`config.mk`:
```
export PLATFORM = sky130hd
export DESIGN_NAME = multicycle_ctrl
export DESIGN_NICKNAME = d
export VERILOG_FILES = /design/src/rtl/multicycle_ctrl.sv
export SDC_FILE = /design/constraint.sdc
export NUM_CORES = 1
export LEC_CHECK = 0
export ABC_AREA = 1
export BUFFER_PORTS_ARGS = -buffer_cell sky130_fd_sc_hd__buf_2
export CORE_MARGIN = 10
export CORE_UTILIZATION = 41
export DETAILED_ROUTE_END_ITERATION = 6
export PLACE_DENSITY = 0.8
export SETUP_SLACK_MARGIN = 0.2
export SYNTH_ARGS = -nofsm -noshare
export SYNTH_HDL_FRONTEND = slang
export SYNTH_SLANG_ARGS = --single-unit
```
`constraint.sdc`:
```
create_clock -name clk -period 1.4 [get_ports clk]
set_input_delay 0.35 -clock clk [delete_from_list [all_inputs] [get_ports clk]]
set_output_delay 0.35 -clock clk [all_outputs]
set_load 0.03 [all_outputs]
```
`src/rtl/multicycle_ctrl.sv`:
```
// Multi-cycle control FSM for the RV32I core: fetch, decode, execute, memory, writeback.
// Drives datapath enables and the instruction/data memory request-ack handshakes.
module multicycle_ctrl #(
    parameter int unsigned MEM_TIMEOUT  = 16,
    parameter bit          ILLEGAL_HALT = 1'b1
) (
    input  logic        clk,
    input  logic        rst_n,
    output logic        imem_req,
    input  logic        imem_ack,
    input  logic [31:0] instr,
    output logic        ir_we,
    output logic        dmem_req,
    output logic        dmem_we,
    input  logic        dmem_ack,
    input  logic        br_taken,
    output logic        alu_src_imm,
    output logic        rf_we,
    output logic        wb_sel_mem,
    output logic        pc_we,
    output logic        pc_sel_branch,
    output logic        retired,
    output logic        illegal,
    output logic        bus_err,
    output logic [2:0]  state
);

    localparam int unsigned CNT_W = $clog2(MEM_TIMEOUT);

    localparam logic [6:0] OPC_OPIMM  = 7'b0010011;
    localparam logic [6:0] OPC_LOAD   = 7'b0000011;
    localparam logic [6:0] OPC_STORE  = 7'b0100011;
    localparam logic [6:0] OPC_BRANCH = 7'b1100011;
    localparam logic [6:0] OPC_OP     = 7'b0110011;

    typedef enum logic [2:0] {
        S_FETCH  = 3'd0,
        S_DECODE = 3'd1,
        S_EXEC   = 3'd2,
        S_MEM    = 3'd3,
        S_WB     = 3'd4,
        S_HALT   = 3'd5
    } state_t;

    state_t             r_state;
    logic [6:0]         r_opcode;
    logic [CNT_W-1:0]   r_cnt;
    logic               r_imem_req;
    logic               r_illegal;
    logic               r_bus_err;

    logic w_is_opimm, w_is_load, w_is_store, w_is_branch, w_is_op, w_legal;
    logic w_timeout;
    logic w_unused_instr;

    assign w_is_opimm  = (r_opcode == OPC_OPIMM);
    assign w_is_load   = (r_opcode == OPC_LOAD);
    assign w_is_store  = (r_opcode == OPC_STORE);
    assign w_is_branch = (r_opcode == OPC_BRANCH);
    assign w_is_op     = (r_opcode == OPC_OP);
    assign w_legal     = w_is_opimm | w_is_load | w_is_store | w_is_branch | w_is_op;
    assign w_timeout   = (r_cnt == CNT_W'(MEM_TIMEOUT - 1));
    assign w_unused_instr = ^instr[31:7];

    assign imem_req = r_imem_req;
    assign illegal  = r_illegal;
    assign bus_err  = r_bus_err;
    assign state    = 3'(r_state);

    // State sequencing, handshake timeout and sticky error flags
    always_ff @(posedge clk or negedge rst_n) begin
        if (!rst_n) begin
            r_state    <= S_FETCH;
            r_opcode   <= '0;
            r_cnt      <= '0;
            r_imem_req <= 1'b0;
            r_illegal  <= 1'b0;
            r_bus_err  <= 1'b0;
        end else begin
            case (r_state)
                S_FETCH: begin
                    if (!r_imem_req) begin
                        r_imem_req <= 1'b1;
                        r_cnt      <= '0;
                    end else if (imem_ack) begin
                        r_imem_req <= 1'b0;
                        r_opcode   <= instr[6:0];
                        r_state    <= S_DECODE;
                    end else if (w_timeout) begin
                        r_imem_req <= 1'b0;
                        r_bus_err  <= 1'b1;
                        r_state    <= S_HALT;
                    end else begin
                        r_cnt <= r_cnt + CNT_W'(1);
                    end
                end
                S_DECODE: begin
                    if (w_legal) begin
                        r_state <= S_EXEC;
                    end else if (ILLEGAL_HALT) begin
                        r_illegal <= 1'b1;
                        r_state   <= S_HALT;
                    end else begin
                        r_state    <= S_FETCH;
                        r_imem_req <= 1'b1;
                        r_cnt      <= '0;
                    end
                end
                S_EXEC: begin
                    if (w_is_branch) begin
                        r_state    <= S_FETCH;
                        r_imem_req <= 1'b1;
                        r_cnt      <= '0;
                    end else if (w_is_load || w_is_store) begin
                        r_state <= S_MEM;
                        r_cnt   <= '0;
                    end else begin
                        r_state <= S_WB;
                    end
                end
                S_MEM: begin
                    if (dmem_ack) begin
                        if (w_is_store) begin
                            r_state    <= S_FETCH;
                            r_imem_req <= 1'b1;
                            r_cnt      <= '0;
                        end else begin
                            r_state <= S_WB;
                        end
                    end else if (w_timeout) begin
                        r_bus_err <= 1'b1;
                        r_state   <= S_HALT;
                    end else begin
                        r_cnt <= r_cnt + CNT_W'(1);
                    end
                end
                S_WB: begin
                    r_state    <= S_FETCH;
                    r_imem_req <= 1'b1;
                    r_cnt      <= '0;
                end
                S_HALT: begin
                    r_state <= S_HALT;
                end
                default: begin
                    r_state    <= S_FETCH;
                    r_imem_req <= 1'b0;
                end
            endcase
        end
    end

    // Per-state datapath strobes; ir_we is gated by the live request so reset cannot glitch it
    always_comb begin
        ir_we         = 1'b0;
        dmem_req      = 1'b0;
        dmem_we       = 1'b0;
        alu_src_imm   = 1'b0;
        rf_we         = 1'b0;
        wb_sel_mem    = 1'b0;
        pc_we         = 1'b0;
        pc_sel_branch = 1'b0;
        retired       = 1'b0;
        case (r_state)
            S_FETCH: begin
                ir_we = r_imem_req & imem_ack;
            end
            S_DECODE: begin
                pc_we = ~w_legal & ~ILLEGAL_HALT;
            end
            S_EXEC: begin
                alu_src_imm = w_is_opimm | w_is_load | w_is_store;
                if (w_is_branch) begin
                    pc_we         = 1'b1;
                    pc_sel_branch = br_taken;
                    retired       = 1'b1;
                end
            end
            S_MEM: begin
                dmem_req = 1'b1;
                dmem_we  = w_is_store;
                if (dmem_ack && w_is_store) begin
                    pc_we   = 1'b1;
                    retired = 1'b1;
                end
            end
            S_WB: begin
                rf_we      = 1'b1;
                wb_sel_mem = w_is_load;
                pc_we      = 1'b1;
                retired    = 1'b1;
            end
            default: begin
                ir_we = 1'b0;
            end
        endcase
    end

endmodule

```
==> results of run 1 <==
-- worst max-delay path, stage by stage, from the launching register on --
cell and delay (ps):
dfrtp_1 430, inv_2 90, nand2_2 90, nor2_2 150, nand2_2 90, nor2_4 110, nand2_2 70, nand3_4 70
buf_6 130
-- worst paths after layout --
check,startpoint,to,slack [ps]
worst max-delay path,r_opcode[4]$_DFFE_PN0P_,pc_we,-490
worst min-delay path,instr[5],r_opcode[5]$_DFFE_PN0P_,250
worst max register to register,r_opcode[4]$_DFFE_PN0P_,r_cnt[3]$_DFFE_PN0P_,-360
worst min register to register,r_opcode[1]$_DFFE_PN0P_,r_opcode[1]$_DFFE_PN0P_,530
max in group asynchronous,rst_n,state[1]$_DFFE_PN0N_,590
min in group asynchronous,rst_n,bus_err$_DFFE_PN0P_,500
-- layout make-up --
class	instances	area [um2]
inverters	30	123
repair buffers	79	708
flip-flops and latches	17	429
fillers	126	383
clock buffers	4	26.3
well taps	30	37.5
multi-input cells	118	838
-- power breakdown --
group	internal, mW	switching (mW)
clock	0.111	0.168
sequential	0.660	0.191
combinational	1.27	1.60
-- layer usage --
layer / track usage / wire length, um / up-vias
li1: - / - / 690
met1: 0.194 / 1890 / 727
met2: 0.285 / 2460 / 143
met3: 0.0422 / 535 / 46
met4: 0.0903 / 367 / 0
met5: 0 / 0 / -
-- registers in the layout (all words and copies together) (netlist names) --
signal and count:
r_opcode 7, state 3, imem_req 1, illegal 1, bus_err 1, r_cnt 4
-- logic make-up (layout without fill, tap and decap cells) --
kind of cell | Yosys count | count (layout) | synth area share
flops | 17 | 17 | 0.379
buf+inv | 32 | 113 | 0.114
simple gates | 97 | 97 | 0.398
compound gates | 20 | 20 | 0.0971
fa+ha+maj | 1 | 1 | 0.0112
-- through the flow --
stage | power (mW) | util | cells | instance area, um2 | hold WS, ps
final | 4.00 | 0.850 | 278 | 2160 | 245
after floorplan | 1.84 | - | 167 | 1180 | 54.4
after CTS | 3.40 | 0.782 | 270 | 1990 | 234
after global routing | 4.17 | 0.850 | 278 | 2160 | 256
after global placement | 2.47 | 0.603 | 248 | 1540 | 289
after detailed placement | 2.51 | 0.603 | 248 | 1540 | 293
-- cell usage in the layout, fill, tap and decap left out, drive strengths merged, types with 2 or more instances in the layout --
cell / instances
clkinv: 2
inv: 28
clkbuf: 4
nor3: 2
nand3: 19
dfrtp: 17
nand4: 2
nand2: 53
o21ai: 14
a21oi: 3
nor2: 21
buf: 78
-- what timing repair did --
item	in CTS	in global routing
hold buffers	1	0
setup buffers	16	8
pin swaps	23	13
resized for setup	84	31
endpoints found under the hold margin	17	0
gates cloned	1	0
setup endpoints to repair	31	32
==> reports/qor.yml, run 1 <==
outcome: "finished, violations left"
violations: "setup timing"
syn_nets: 205
grt_overflow: 0
row_count: 18
power.density_nw_per_um2: 1850
syn2layout_area_growth_pct: 92.9
grt_setup_unrepaired: "true"
setup_viol: 21
wl_per_cell_um: 18.9
io_buffers: 26
ant_nets: 0
routed-via-count: 1606
ys_seq_area_frac: 0.379
synth_commonest_cells: "nand2_1, inv_1, dfrtp_1, nand3_1, nor2_1"
floorplan.initialDensity: 0.441
cts_buffers: 3
place_congestion: 0.879
relSlewSlack: 0.727
grt_max_degree: 18
period_needed_ps: 1890
clockBufferDepth: 2
ioPinCount: 52
h-tree-depth: 1
tns_ps: -6280
drtPass1Iterations: 6
crit_arrival_ps: 1540
hpwl_um: 2400
end_kind: "output pin"
hold_viol: 0
viasPerCell: 5.78
yosysWarnings: 0
yosysTopAreaCell: "dfrtp_1"
crit_fanout: 3
ys_ff_latch: 17
die_height_um: 72.3
antenna_found_initial: 0
whs_path_depth: 3
synthesis.area_um2: 1120
layout_setup_ws_ps: -494
ir_worst_vdd_mv: 1.62
ys_types: 22
hold_class: "primary input to register"
dieArea_um2: 5230
fp.coreArea_um2: 2540
p_leak_nw: 1.08
required_ps: 1050
cts_tree: "yes"
synth_cells: 167
worstSetupPathType: "register to output pin"
grt_pass1_vias: 1489
timing.fmax_mhz: 528
timing.final.max_slew_violations: 0
nets: 287
drive_gt1_frac: 0.617
synth.most_common_cell: "nand2_1"
finalCritPeriodShare: 1.35
skew_ps: 1.46
r2r_cells: 11
ys.flop_type: "dfrtp_1"
avgSynthCellArea_um2: 6.71
grt_pass1_wl_um: 7200
wl_um: 5250
num_antenna_cells: 0
clock_sinks: 17
die_w_um: 72.3
synth_top_area_share: 0.379
path_clk_slew_ps: 100
drc_errors: 0
synthArstFlopShare: 1.00
root_buffer: "clkbuf_4"
synth_edf_count: 0
insertion_delay_ps: 300
dr.first_iter.drc_count: 240
place_ws_ps: -241
start_kind: "register"
worst_pin_slew_ps: 409
drv_cap: 0
grt_use_total: 0.170
synthTopCellsByArea: "dfrtp_1, nand2_1, nand3_1, inv_1, nor2_1"
(Power assumes the default switching activity.)
==> inputs of run 2 (changes only) <==
--- a/config.mk
+++ b/config.mk
@@ -10,6 +10,7 @@
 export CORE_MARGIN = 10
 export CORE_UTILIZATION = 41
 export DETAILED_ROUTE_END_ITERATION = 6
+export MAX_ROUTING_LAYER = met4
 export PLACE_DENSITY = 0.8
 export SETUP_SLACK_MARGIN = 0.2
 export SYNTH_ARGS = -nofsm -noshare
==> run 2 against run 1 <==
The run still ends with setup timing left. Critical path type unchanged. Clock skew hardly changed. Combinational power hardly changed. Largest power group unchanged. Hold slack worse by 2.9 ps. Critical path depth is 2 lower. Global-route usage is 0.45 points higher. Total power is 0.19% lower. Cell count stayed put.
==> reports/qor.yml, run 2 (synthesis gave the netlist of run 1 again) <==
end_kind: "output pin"
hold_class: "primary input to register"
worst_pin_slew_ps: 412  # +2.34 ps
required_ps: 1050  # about the same
wl_um: 5260  # +0.25%
hpwl_um: 2400  # unchanged
nets: 287  # unchanged
layout_commonest_cell: "buf_4"
routed-via-count: 1555  # -3.2%
ioPinCount: 52  # unchanged
row_count: 18  # unchanged
floorplan.initialDensity: 0.441  # unchanged
fp.coreArea_um2: 2540  # unchanged
violations: "setup timing"
relSlewSlack: 0.726  # -0.00156
fillers: 126  # unchanged
h-tree-depth: 1  # unchanged
finalCritPeriodShare: 1.37  # +0.0126
root_buffer: "clkbuf_4"
drtPass1Iterations: 4  # -2
post_dp_cell_area_um2: 1540  # unchanged
antenna_found_initial: 0  # unchanged
hold_viol: 0  # unchanged
io_buffers: 26  # unchanged
start_kind: "register"
clockBufferDepth: 2  # unchanged
grt_setup_unrepaired: "true"
final_cell_area_um2: 2160  # unchanged
wl_per_cell_um: 18.9  # +0.25%
grt_max_degree: 18  # unchanged
grt_pass1_wl_um: 7180  # -0.28%
most-common-layout-cells: "buf_4, nand2_1, buf_6"
grt_use_total: 0.175  # +0.00454
outcome: "finished, violations left"
grt_pass1_vias: 1496  # +0.47%
cts_buffers: 3  # unchanged
layout_setup_ws_ps: -512  # -17.6 ps
place_congestion: 0.894  # +1.6%
p_leak_nw: 1.08  # unchanged
seqCellArea_um2: 429  # unchanged
crit_fanout: 5  # +2
period_needed_ps: 1910  # +17.6 ps
timing.final.max_slew_violations: 0  # unchanged
top_register: "r_opcode"
num_antenna_cells: 0  # unchanged
setup_viol: 21  # unchanged
clock_sinks: 17  # unchanged
drc_errors: 0  # unchanged
path_clk_slew_ps: 100  # about the same
dieArea_um2: 5230  # unchanged
timing.fmax_mhz: 523  # -0.92%
viasPerCell: 5.59  # -3.2%
power.density_nw_per_um2: 1850  # -0.19%
ant_nets: 0  # unchanged
insertion_delay_ps: 300  # about the same
drive_gt1_frac: 0.617  # unchanged
skew_ps: 1.67  # +0.207 ps
crit_arrival_ps: 1560  # +20 ps
dr.first_iter.drc_count: 169  # -30%
total_power_mw: 4.00  # -0.19%
ir_worst_vdd_mv: 1.63  # +0.47%
largest_reg_flops: 7  # unchanged
multi_input_area_um2: 838  # unchanged
die_w_um: 72.3  # unchanged
die_height_um: 72.3  # unchanged
syn2layout_area_growth_pct: 92.9  # unchanged
cts_tree: "yes"
worstSetupPathType: "register to output pin"
drv_cap: 0  # unchanged
grt_overflow: 0  # unchanged
[run 2: critical path, cell delays in order, from the launching register on]
cell,delay (ps)
dfrtp_1,410
inv_2,90
nand2_4,60
nor2_4,190
nand2_2,100
a2111oi_4,190
buf_4,210
[run 2: per-layer routing]
| layer | track usage | up-vias | part of all wire | wire length (um) |
|---|---|---|---|---|
| li1 | - | 690 | - | - |
| met1 | 0.196 | 723 | 0.39 | 2040 |
| met2 | 0.284 | 103 | 0.47 | 2490 |
| met3 | 0.0367 | 39 | 0.073 | 384 |
| met4 | 0.0925 | 0 | 0.066 | 349 |
| met5 | - | - | 0 | 0 |
[run 2: final timing paths]
path                                    startpoint                      end  slack [ps]  depth (start not counted)
setup / recovery           r_opcode[2]$_DFFE_PN0P_              alu_src_imm        -510                          6
hold / removal                            instr[5]  r_opcode[5]$_DFFE_PN0P_         240                          3
setup reg to reg           r_opcode[2]$_DFFE_PN0P_     r_cnt[3]$_DFFE_PN0P_        -370                         11
hold reg to reg            r_opcode[1]$_DFFE_PN0P_  r_opcode[1]$_DFFE_PN0P_         530                          2
max in group asynchronous                    rst_n     state[2]$_DFFE_PN0N_         590                          2
min in group asynchronous                    rst_n  r_opcode[5]$_DFFE_PN0P_         500                          2
[run 2: timing repair]
| item | in CTS | in global routing |
|---|---|---|
| setup buffers | 16 | 8 |
| gates resized for setup | 84 | 31 |
| hold endpoints to repair | 17 | 0 |
| hold buffers | 1 | 0 |
| setup endpoints to repair | 31 | 32 |
| pin swaps | 23 | 13 |
| gates cloned | 1 | 0 |
[run 2: where the power goes]
part           leakage (nW)  total [mW]  switching [mW]  internal (mW)
clock                0.0150       0.283           0.171          0.111
sequential            0.211       0.852           0.192          0.660
combinational         0.856        2.86            1.59           1.27
total                  1.08        4.00            1.95           2.04
[run 2: stage by stage]
stage	util	TNS (ps)	setup slack, ps	instances	hold slack (ps)
2_1_floorplan	-	-1890	-499	167	54.4
3_3_place_gp	0.603	-1500	-228	248	289
3_5_place_dp	0.603	-1610	-241	248	293
4_1_cts	0.782	-3860	-432	270	234
5_1_grt	0.850	-7280	-559	278	256
6_report	0.850	-6490	-512	278	242
[run 2: final cells by class]
cell class	instances	area share
clock buffers	4	0.0122
inverters	30	0.0567
multi-input cells	118	0.388
flip-flops and latches	17	0.198
well taps	30	0.0174
repair buffers	79	0.328
